## src/rtl/nn_pkg.sv

```systemverilog
// Shared types and constants for the neuron datapath: operand widths, FSM states, saturation limits.
package nn_pkg;

  localparam int unsigned ACT_WIDTH  = 8;
  localparam int unsigned PROD_WIDTH = 2 * ACT_WIDTH;

  typedef enum logic {
    ST_ACCUM = 1'b0,
    ST_DONE  = 1'b1
  } state_e;

  // Saturation bounds for a signed accumulator of a given width.
  function automatic logic [127:0] sat_max_f(input int unsigned w);
    logic [127:0] v;
    v = '0;
    for (int unsigned i = 0; i < 127; i++) begin
      if (i < w - 1) v[i] = 1'b1;
    end
    return v;
  endfunction

  function automatic logic [127:0] sat_min_f(input int unsigned w);
    return ~sat_max_f(w);
  endfunction

endpackage

```

## src/rtl/neuron_acc_sat_add.sv

```systemverilog
// Combinational signed saturating adder; clamps the sum to the IN_WIDTH-bit signed range.
module sat_add
  import nn_pkg::*;
#(
  parameter int unsigned IN_WIDTH = 16
) (
  input  logic signed [IN_WIDTH-1:0] a_i,
  input  logic signed [IN_WIDTH-1:0] b_i,
  output logic signed [IN_WIDTH-1:0] sum_c_o
);

  localparam logic [IN_WIDTH-1:0] SAT_MAX = IN_WIDTH'(sat_max_f(IN_WIDTH));
  localparam logic [IN_WIDTH-1:0] SAT_MIN = IN_WIDTH'(sat_min_f(IN_WIDTH));

  logic signed [IN_WIDTH:0] full_c;
  logic                     ovf_c;

  // One guard bit is enough: overflow shows as a disagreement between the top two bits.
  always_comb begin
    full_c  = (IN_WIDTH + 1)'(a_i) + (IN_WIDTH + 1)'(b_i);
    ovf_c   = full_c[IN_WIDTH] ^ full_c[IN_WIDTH-1];
    sum_c_o = full_c[IN_WIDTH-1:0];
    if (ovf_c) begin
      sum_c_o = full_c[IN_WIDTH] ? SAT_MIN : SAT_MAX;
    end
  end

endmodule

```

## src/rtl/neuron_acc.sv

```systemverilog
// Multiply-accumulate for one neuron: N_INPUTS act*wgt beats plus bias, saturating, with a
// valid/ready result handshake that blocks new beats until the sum is taken.
module neuron_acc
  import nn_pkg::*;
#(
  parameter int unsigned N_INPUTS = 8,
  parameter int unsigned IN_WIDTH = 16
) (
  input  logic                        clk,
  input  logic                        rst_n,
  input  logic                        in_valid,
  output logic                        in_ready,
  input  logic signed [ACT_WIDTH-1:0] act,
  input  logic signed [ACT_WIDTH-1:0] wgt,
  input  logic signed [IN_WIDTH-1:0]  bias,
  output logic                        out_valid,
  input  logic                        out_ready,
  output logic signed [IN_WIDTH-1:0]  acc_out
);

  localparam int unsigned CNT_W = $clog2(N_INPUTS);
  localparam logic [CNT_W-1:0] LAST_BEAT = CNT_W'(N_INPUTS - 1);

  state_e                       state_q, state_d;
  logic        [CNT_W-1:0]      count_q, count_d;
  logic signed [IN_WIDTH-1:0]   acc_q, acc_d;
  logic                         in_ready_q, in_ready_d;
  logic                         out_valid_q, out_valid_d;

  logic                         accept_c;
  logic                         last_c;
  logic signed [PROD_WIDTH-1:0] prod_c;
  logic signed [IN_WIDTH-1:0]   addend_c;
  logic signed [IN_WIDTH-1:0]   sum_c;

  assign accept_c = in_valid && in_ready_q;
  assign last_c   = (count_q == LAST_BEAT);

  // State register
  always_ff @(posedge clk) begin
    if (!rst_n) begin
      state_q <= ST_ACCUM;
    end else begin
      state_q <= state_d;
    end
  end

  // Next-state logic
  always_comb begin
    state_d = state_q;
    case (state_q)
      ST_ACCUM: if (accept_c && last_c) state_d = ST_DONE;
      ST_DONE:  if (out_ready)          state_d = ST_ACCUM;
      default:                          state_d = ST_ACCUM;
    endcase
  end

  // Handshake outputs follow the state being entered, so they are registered alongside it.
  always_comb begin
    in_ready_d  = 1'b1;
    out_valid_d = 1'b0;
    case (state_d)
      ST_ACCUM: begin
        in_ready_d  = 1'b1;
        out_valid_d = 1'b0;
      end
      ST_DONE: begin
        in_ready_d  = 1'b0;
        out_valid_d = 1'b1;
      end
      default: begin
        in_ready_d  = 1'b1;
        out_valid_d = 1'b0;
      end
    endcase
  end

  // Exact 8x8 signed product; the first beat of a neuron starts from bias instead of acc.
  always_comb begin
    prod_c   = PROD_WIDTH'(act) * PROD_WIDTH'(wgt);
    addend_c = (count_q == '0) ? bias : acc_q;
  end

  sat_add #(
    .IN_WIDTH(IN_WIDTH)
  ) u_sat_add (
    .a_i    (addend_c),
    .b_i    (IN_WIDTH'(prod_c)),
    .sum_c_o(sum_c)
  );

  // Datapath next-state
  always_comb begin
    count_d = count_q;
    acc_d   = acc_q;
    if (accept_c) begin
      acc_d   = sum_c;
      count_d = last_c ? '0 : count_q + CNT_W'(1);
    end
  end

  always_ff @(posedge clk) begin
    if (!rst_n) begin
      count_q     <= '0;
      acc_q       <= '0;
      in_ready_q  <= 1'b1;
      out_valid_q <= 1'b0;
    end else begin
      count_q     <= count_d;
      acc_q       <= acc_d;
      in_ready_q  <= in_ready_d;
      out_valid_q <= out_valid_d;
    end
  end

  assign in_ready  = in_ready_q;
  assign out_valid = out_valid_q;
  assign acc_out   = acc_q;

endmodule

```

## config.mk

```make
export PLATFORM = sky130hd
export DESIGN_NAME = neuron_acc
export DESIGN_NICKNAME = d
export VERILOG_FILES = /design/src/rtl/nn_pkg.sv /design/src/rtl/neuron_acc_sat_add.sv /design/src/rtl/neuron_acc.sv
export SDC_FILE = /design/constraint.sdc
export NUM_CORES = 1
export LEC_CHECK = 0
export CORE_UTILIZATION = 50
export DETAILED_ROUTE_END_ITERATION = 10
export PLACE_DENSITY = 0.74
export RECOVER_POWER = 100
export SYNTH_ARGS = -nofsm -noshare
export SYNTH_HDL_FRONTEND = slang
export SYNTH_HIERARCHICAL = 1
export SYNTH_SLANG_ARGS = --single-unit
```

## constraint.sdc

```tcl
create_clock -name clk -period 18.2 [get_ports clk]
set_input_delay 1.82 -clock clk [delete_from_list [all_inputs] [get_ports clk]]
set_output_delay 1.82 -clock clk [all_outputs]
set_load 0.02 [all_outputs]
```

==> results of run 1 <==
[cell type report]
type / count / area (um^2)
clock buffer: 3 / 41.29
tap: 108 / 135.1
fill: 826 / 3608
multi-input combinational: 425 / 3812
clock inverter: 1 / 5.005
inverter: 88 / 330.3
sequential: 21 / 420.4
timing repair buffer: 54 / 538.0
[registers in the layout (all words and copies together), names as in the netlist]
register  cells
acc_out      16
count_q       3
in_ready      1
state_q       1
[worst max-delay path, delay by kind of cell]
kind | cells | cell delay, ns
AO/OA/AOI/OAI | 6 | 1.85
buffers and inverters | 6 | 1.05
AND/OR/NAND/NOR | 6 | 1.29
adder cells (fa/ha/maj) | 6 | 2.85
XOR/XNOR | 1 | 0.16
[path summary, 6_finish.rpt]
check	cells after the start	slack, ns	startpoint	endpoint
hold reg to reg	2	0.48	acc_out[9]$_SDFFE_PN0P_	acc_out[9]$_SDFFE_PN0P_
hold / removal	2	0.48	acc_out[9]$_SDFFE_PN0P_	acc_out[9]$_SDFFE_PN0P_
setup reg to reg	15	13.91	count_q[0]$_SDFFE_PN0P_	acc_out[3]$_SDFFE_PN0P_
setup / recovery	25	9.29	wgt[3]	acc_out[3]$_SDFFE_PN0P_
[cells by family (layout without fill, tap and decap cells)]
kind of cell	count (synthesis)	count (layout)
AOI/OAI and AO/OA	108	108
adders and majority gates	112	112
DFF	21	21
xor gates and xnor gates	28	28
buffers and inverters	103	146
and+or+nand+nor	158	158
muxes	19	19
[layout by cell type, fill, tap and decap left out, types with 2 or more instances in the layout]
| master | count |
|---|---|
| mux2i_1 | 2 |
| nand4_1 | 2 |
| and2_1 | 40 |
| a21boi_0 | 19 |
| and2_0 | 2 |
| inv_1 | 88 |
| ha_1 | 48 |
| xnor2_1 | 20 |
| nand3_1 | 5 |
| dfxtp_1 | 21 |
| nor3_2 | 2 |
| and3_1 | 2 |
| o21ai_0 | 15 |
| mux2_2 | 17 |
| a21oi_1 | 33 |
| nor2b_4 | 2 |
| nor3_1 | 3 |
| xor2_1 | 7 |
| nor2_1 | 16 |
| a211oi_1 | 2 |
| fa_1 | 56 |
| o21bai_1 | 5 |
| nand2b_1 | 4 |
| nor2b_1 | 6 |
| maj3_1 | 8 |
| a21o_1 | 9 |
| o32a_1 | 6 |
| o21ai_1 | 3 |
| nand2_1 | 71 |
| clkdlybuf4s50_1 | 33 |
| clkbuf_8 | 3 |
| o21a_1 | 2 |
| dlygate4sd3_1 | 20 |
[stage by stage]
stage,util (%),std cells,setup slack [ns]
5_1_grt,59.41,700,8.630
2_1_floorplan,-,549,11.09
6_report,59.41,700,9.286
4_1_cts,59.75,700,9.938
3_5_place_dp,59.23,696,9.700
3_3_place_gp,59.23,696,9.748
[per-layer routing]
metal	global-route usage [%]	vias up	wire (um)
met2	36.84	58	4960
met5	0	-	0
met4	2.641	0	88
li1	-	1882	-
met1	30.46	1865	4630
met3	2.837	10	303
==> metrics.txt, run 1 <==
status finished, final reports clean; Seq/Total Area, Yosys 8.996%; worst slew pin tran 1.242 ns; Synth async-reset ratio 0%; worst path required time 18.35 ns; Synth Area in Compound Gates 15.90%; Max Clock Freq 112.2 MHz; largest family of logic cells by synthesized area adder cells; RePlAce Congestion 0.9048; TritonCTS buffer count 3; clock root buffer clkbuf_8; list of most frequent post-synthesis cells inv_1, nand2_1, fa_1; top_reg_cell synth dfxtp_1; CP Class in -> reg; vias per cell 5.450; slowest stage delay, CP 0.95 ns; Max Cap Viol 0; Remaining DRCs 0; GRT overflow 0; postcts setup bufs 0; area grow syn2layout 13.04%; initial antenna violation count 0; hold_ws 0.4838 ns; RSZ-0062 raised after global routing no; Net count, final 733; Final Hold Fails 0; mux cell area share after synthesis 4.793%; area share of the largest cell type after synthesis 23.99%; IO Pins 54; DRT antenna net count 0; most used cell, CP inv_1; Die Ht 98.68 um; FP Rows 34; worst hold path type reg -> reg; Rel. slew slack 16.34%; Die X-Extent 98.68 um; min Tclk post-route 8.914 ns; Post-DP HPWL 8472 um; Synth Area in Simple Gates 17.27%; Clk Latency, worst-skew pair 0.27 ns; critical path fanouts, max 13; ratio of cells with drive above 1 in the final layout 5.912%; Starting Density 52.56%; crit share post-route 48.98%; CTS sink cnt 21; largest cells by area after synthesis fa_1, ha_1, dfxtp_1, inv_1, nand2_1; Mean Syn Cell Area 8.512 um^2; clock buffer depth 2; Clock Skew 0.004983 ns; YS warnings 6; CP endpoint kind flip-flop; ant diodes 0; cts hold-fix bufs 0; Max Slew Vio Count 0; Worst EP arrival 9.06 ns; Netlist cell types 53; TNS Setup 0 ns; Mapped Nets 689; I/O Buffers 53; vias 3815; most common cell in the netlist inv_1; CTS tree yes; vias in the first global route 3810; Synth Register Bits 21; pin count of the biggest net entering global routing 21; fin area 0.005283 mm^2; synthesized area 0.004673 mm^2; slowest stage cell, crit path o21ai_0; routed len/inst 14.26 um; Die Area 0.009737 mm^2; core area 0.008891 mm^2; leading area contributor after synthesis fa_1; Post-synth EDFFs 0; Detailed Route WL 9982 um; post-synthesis cell count 549; type of origin of the critical path input pin; Synth Area in XOR/XNOR 5.649%; Final setup violation count 0; DR pass1 iterations 4; H-tree depth 1; drt first-iter violations 192; Clk pin slew, worst setup/hold paths 0.08 ns; placed inst area 0.005266 mm^2; Overall Global Routing Usage 21.68%; Synth Area in Adders 38.61%; CTS resizes 0; first-pass GRT wire length 17400 um
Power of run 1 is left out: the tool's default activity adds up to more than one toggle a clock period on the data nets, which glitch-free logic cannot reach.
==> inputs of run 2 (changes only) <==
--- a/config.mk
+++ b/config.mk
@@ -7,7 +7,7 @@
 export LEC_CHECK = 0
 export CORE_UTILIZATION = 50
 export DETAILED_ROUTE_END_ITERATION = 10
-export PLACE_DENSITY = 0.74
+export PLACE_DENSITY = 0.77
 export RECOVER_POWER = 100
 export SYNTH_ARGS = -nofsm -noshare
 export SYNTH_HDL_FRONTEND = slang
==> constraint.sdc (replaced) <==
create_clock -name clk -period 7.2 [get_ports clk]
set_input_delay 0.72 -clock clk [delete_from_list [all_inputs] [get_ports clk]]
set_output_delay 0.72 -clock clk [all_outputs]
set_load 0.02 [all_outputs]
==> run 2 against run 1 <==
Effect of this change:
- register-to-register slack worse by 10 ns
- routed wire length decreased by 0.55%
- global-route usage down 0.40 points
- cell count rose by 1.0%
- core utilization up 1.1 points
- sequential cell count did not move
- hold slack worse by 0.0028 ns
- final area increased by 1.8%
- non-clock buffer count increased by 7
==> metrics.txt, run 2 (same netlist as run 1, synthesis figures left out) <==
status finished, final reports clean; I/O Buffers 53; most used cell, CP fa_1; DR pass1 iterations 5; final worst slack 0.3170 ns; Die X-Extent 98.68 um; Max Cap Viol 0; Clock Skew 0.003696 ns; critical path fanouts, max 13; IO Pins 54; FP Rows 34; vias 3904; vias per cell 5.522; RSZ-0062 raised after global routing no; area grow syn2layout 15.10%; slowest stage cell, crit path clkdlybuf4s50_1; worst hold path type reg -> reg; Die Area 0.009737 mm^2; DRT antenna net count 0; ant diodes 0; CTS sink cnt 21; GRT overflow 0; initial antenna violation count 0; Max Clock Freq 145.3 MHz; drt first-iter violations 290; core area 0.008891 mm^2; TritonCTS buffer count 3; pin count of the biggest net entering global routing 21; Worst EP arrival 7.07 ns; Starting Density 52.56%; worst path required time 7.39 ns; Overall Global Routing Usage 21.29%; CTS tree yes; type of origin of the critical path input pin; most frequent cells in the layout inv_1, nand2_1, fa_1; crit share post-route 95.60%; Clk pin slew, worst setup/hold paths 0.08 ns; Final Hold Fails 0; cts hold-fix bufs 0; Net count, final 740; leading cell type in the layout, fill and taps excluded inv_1; Rel. slew slack 53.46%; H-tree depth 1; Detailed Route WL 9927 um; Max Slew Vio Count 0; clock buffer depth 2; first-pass GRT wire length 17190 um; vias in the first global route 3856; CP Class in -> reg; min Tclk post-route 6.883 ns; worst slew pin tran 0.6981 ns; clock root buffer clkbuf_8; ratio of cells with drive above 1 in the final layout 8.347%; Final setup violation count 0; RePlAce Congestion 0.8873; Remaining DRCs 0; dpl ws -0.007515 ns; Die Ht 98.68 um; CP endpoint kind flip-flop; fillers 760; routed len/inst 14.04 um; max FFs per register 16; Clk Latency, worst-skew pair 0.26 ns; slowest stage delay, CP 0.67 ns; Post-DP HPWL 8350 um
[run 2: changes by cell type in the layout (fill, tap and decap cells not counted), moves of 2 or more]
cell,before,now
buf_4,1,8
and2_0,2,0
and2_1,40,42
dlymetal6s2s_1,0,2
maj3_1,8,6
maj3_2,0,2
nor2_1,16,14
nor2_2,0,2
[run 2: area by class of cell]
| class | instances | area (um^2) | share of cell area (%) |
|---|---|---|---|
| clock inverter | 1 | 5.005 | 0.09304 |
| inverter | 88 | 330.3 | 6.141 |
| sequential | 21 | 420.4 | 7.816 |
| tap | 108 | 135.1 | 2.512 |
| timing repair buffer | 61 | 595.6 | 11.07 |
| multi-input combinational | 425 | 3851 | 71.60 |
| clock buffer | 3 | 41.29 | 0.7676 |
[run 2: metrics by stage]
stage | std cells | cell area [um^2] | hold WS [ns] | utilization (%) | setup TNS [ns]
2_1_floorplan | 549 | 4673 | 0.4603 | - | 0
3_3_place_gp | 703 | 5319 | 0.4692 | 59.82 | 0
3_5_place_dp | 703 | 5319 | 0.4789 | 59.82 | -0.007515
4_1_cts | 707 | 5365 | 0.4899 | 60.34 | 0
5_1_grt | 707 | 5379 | 0.5117 | 60.50 | 0
6_report | 707 | 5379 | 0.4810 | 60.50 | 0
[run 2: metal layers]
metal  up-vias  track usage (%)  share of wire [%]
met2        95            36.62                 50
met1      1894            29.23                 45
met4         0            4.363                1.5
met5         -                0                  0
met3        16            2.128                3.7
li1       1899                -                  -
[run 2: worst max-delay path: cells and delay by family]
family | cells | cell delay [ns]
fa+ha+maj | 7 | 3.06
compound gates | 5 | 1.11
simple gates | 7 | 0.92
buf+inv | 4 | 0.81
xor+xnor | 2 | 0.42
[run 2: path summary, 6_finish.rpt]
kind | slack (ns) | start | cells after the start | to
hold / removal | 0.48 | acc_out[10]$_SDFFE_PN0P_ | 2 | acc_out[10]$_SDFFE_PN0P_
hold reg to reg | 0.48 | acc_out[10]$_SDFFE_PN0P_ | 2 | acc_out[10]$_SDFFE_PN0P_
setup reg to reg | 3.52 | count_q[0]$_SDFFE_PN0P_ | 17 | acc_out[5]$_SDFFE_PN0P_
setup / recovery | 0.32 | wgt[7] | 25 | acc_out[1]$_SDFFE_PN0P_
[run 2: what timing repair did]
item,CTS,global route
setup endpoints to repair,0,10
endpoints found under the hold margin,0,0
gates resized for setup,0,6
buffers inserted,0,0
Power of run 2 is left out for the same reason.
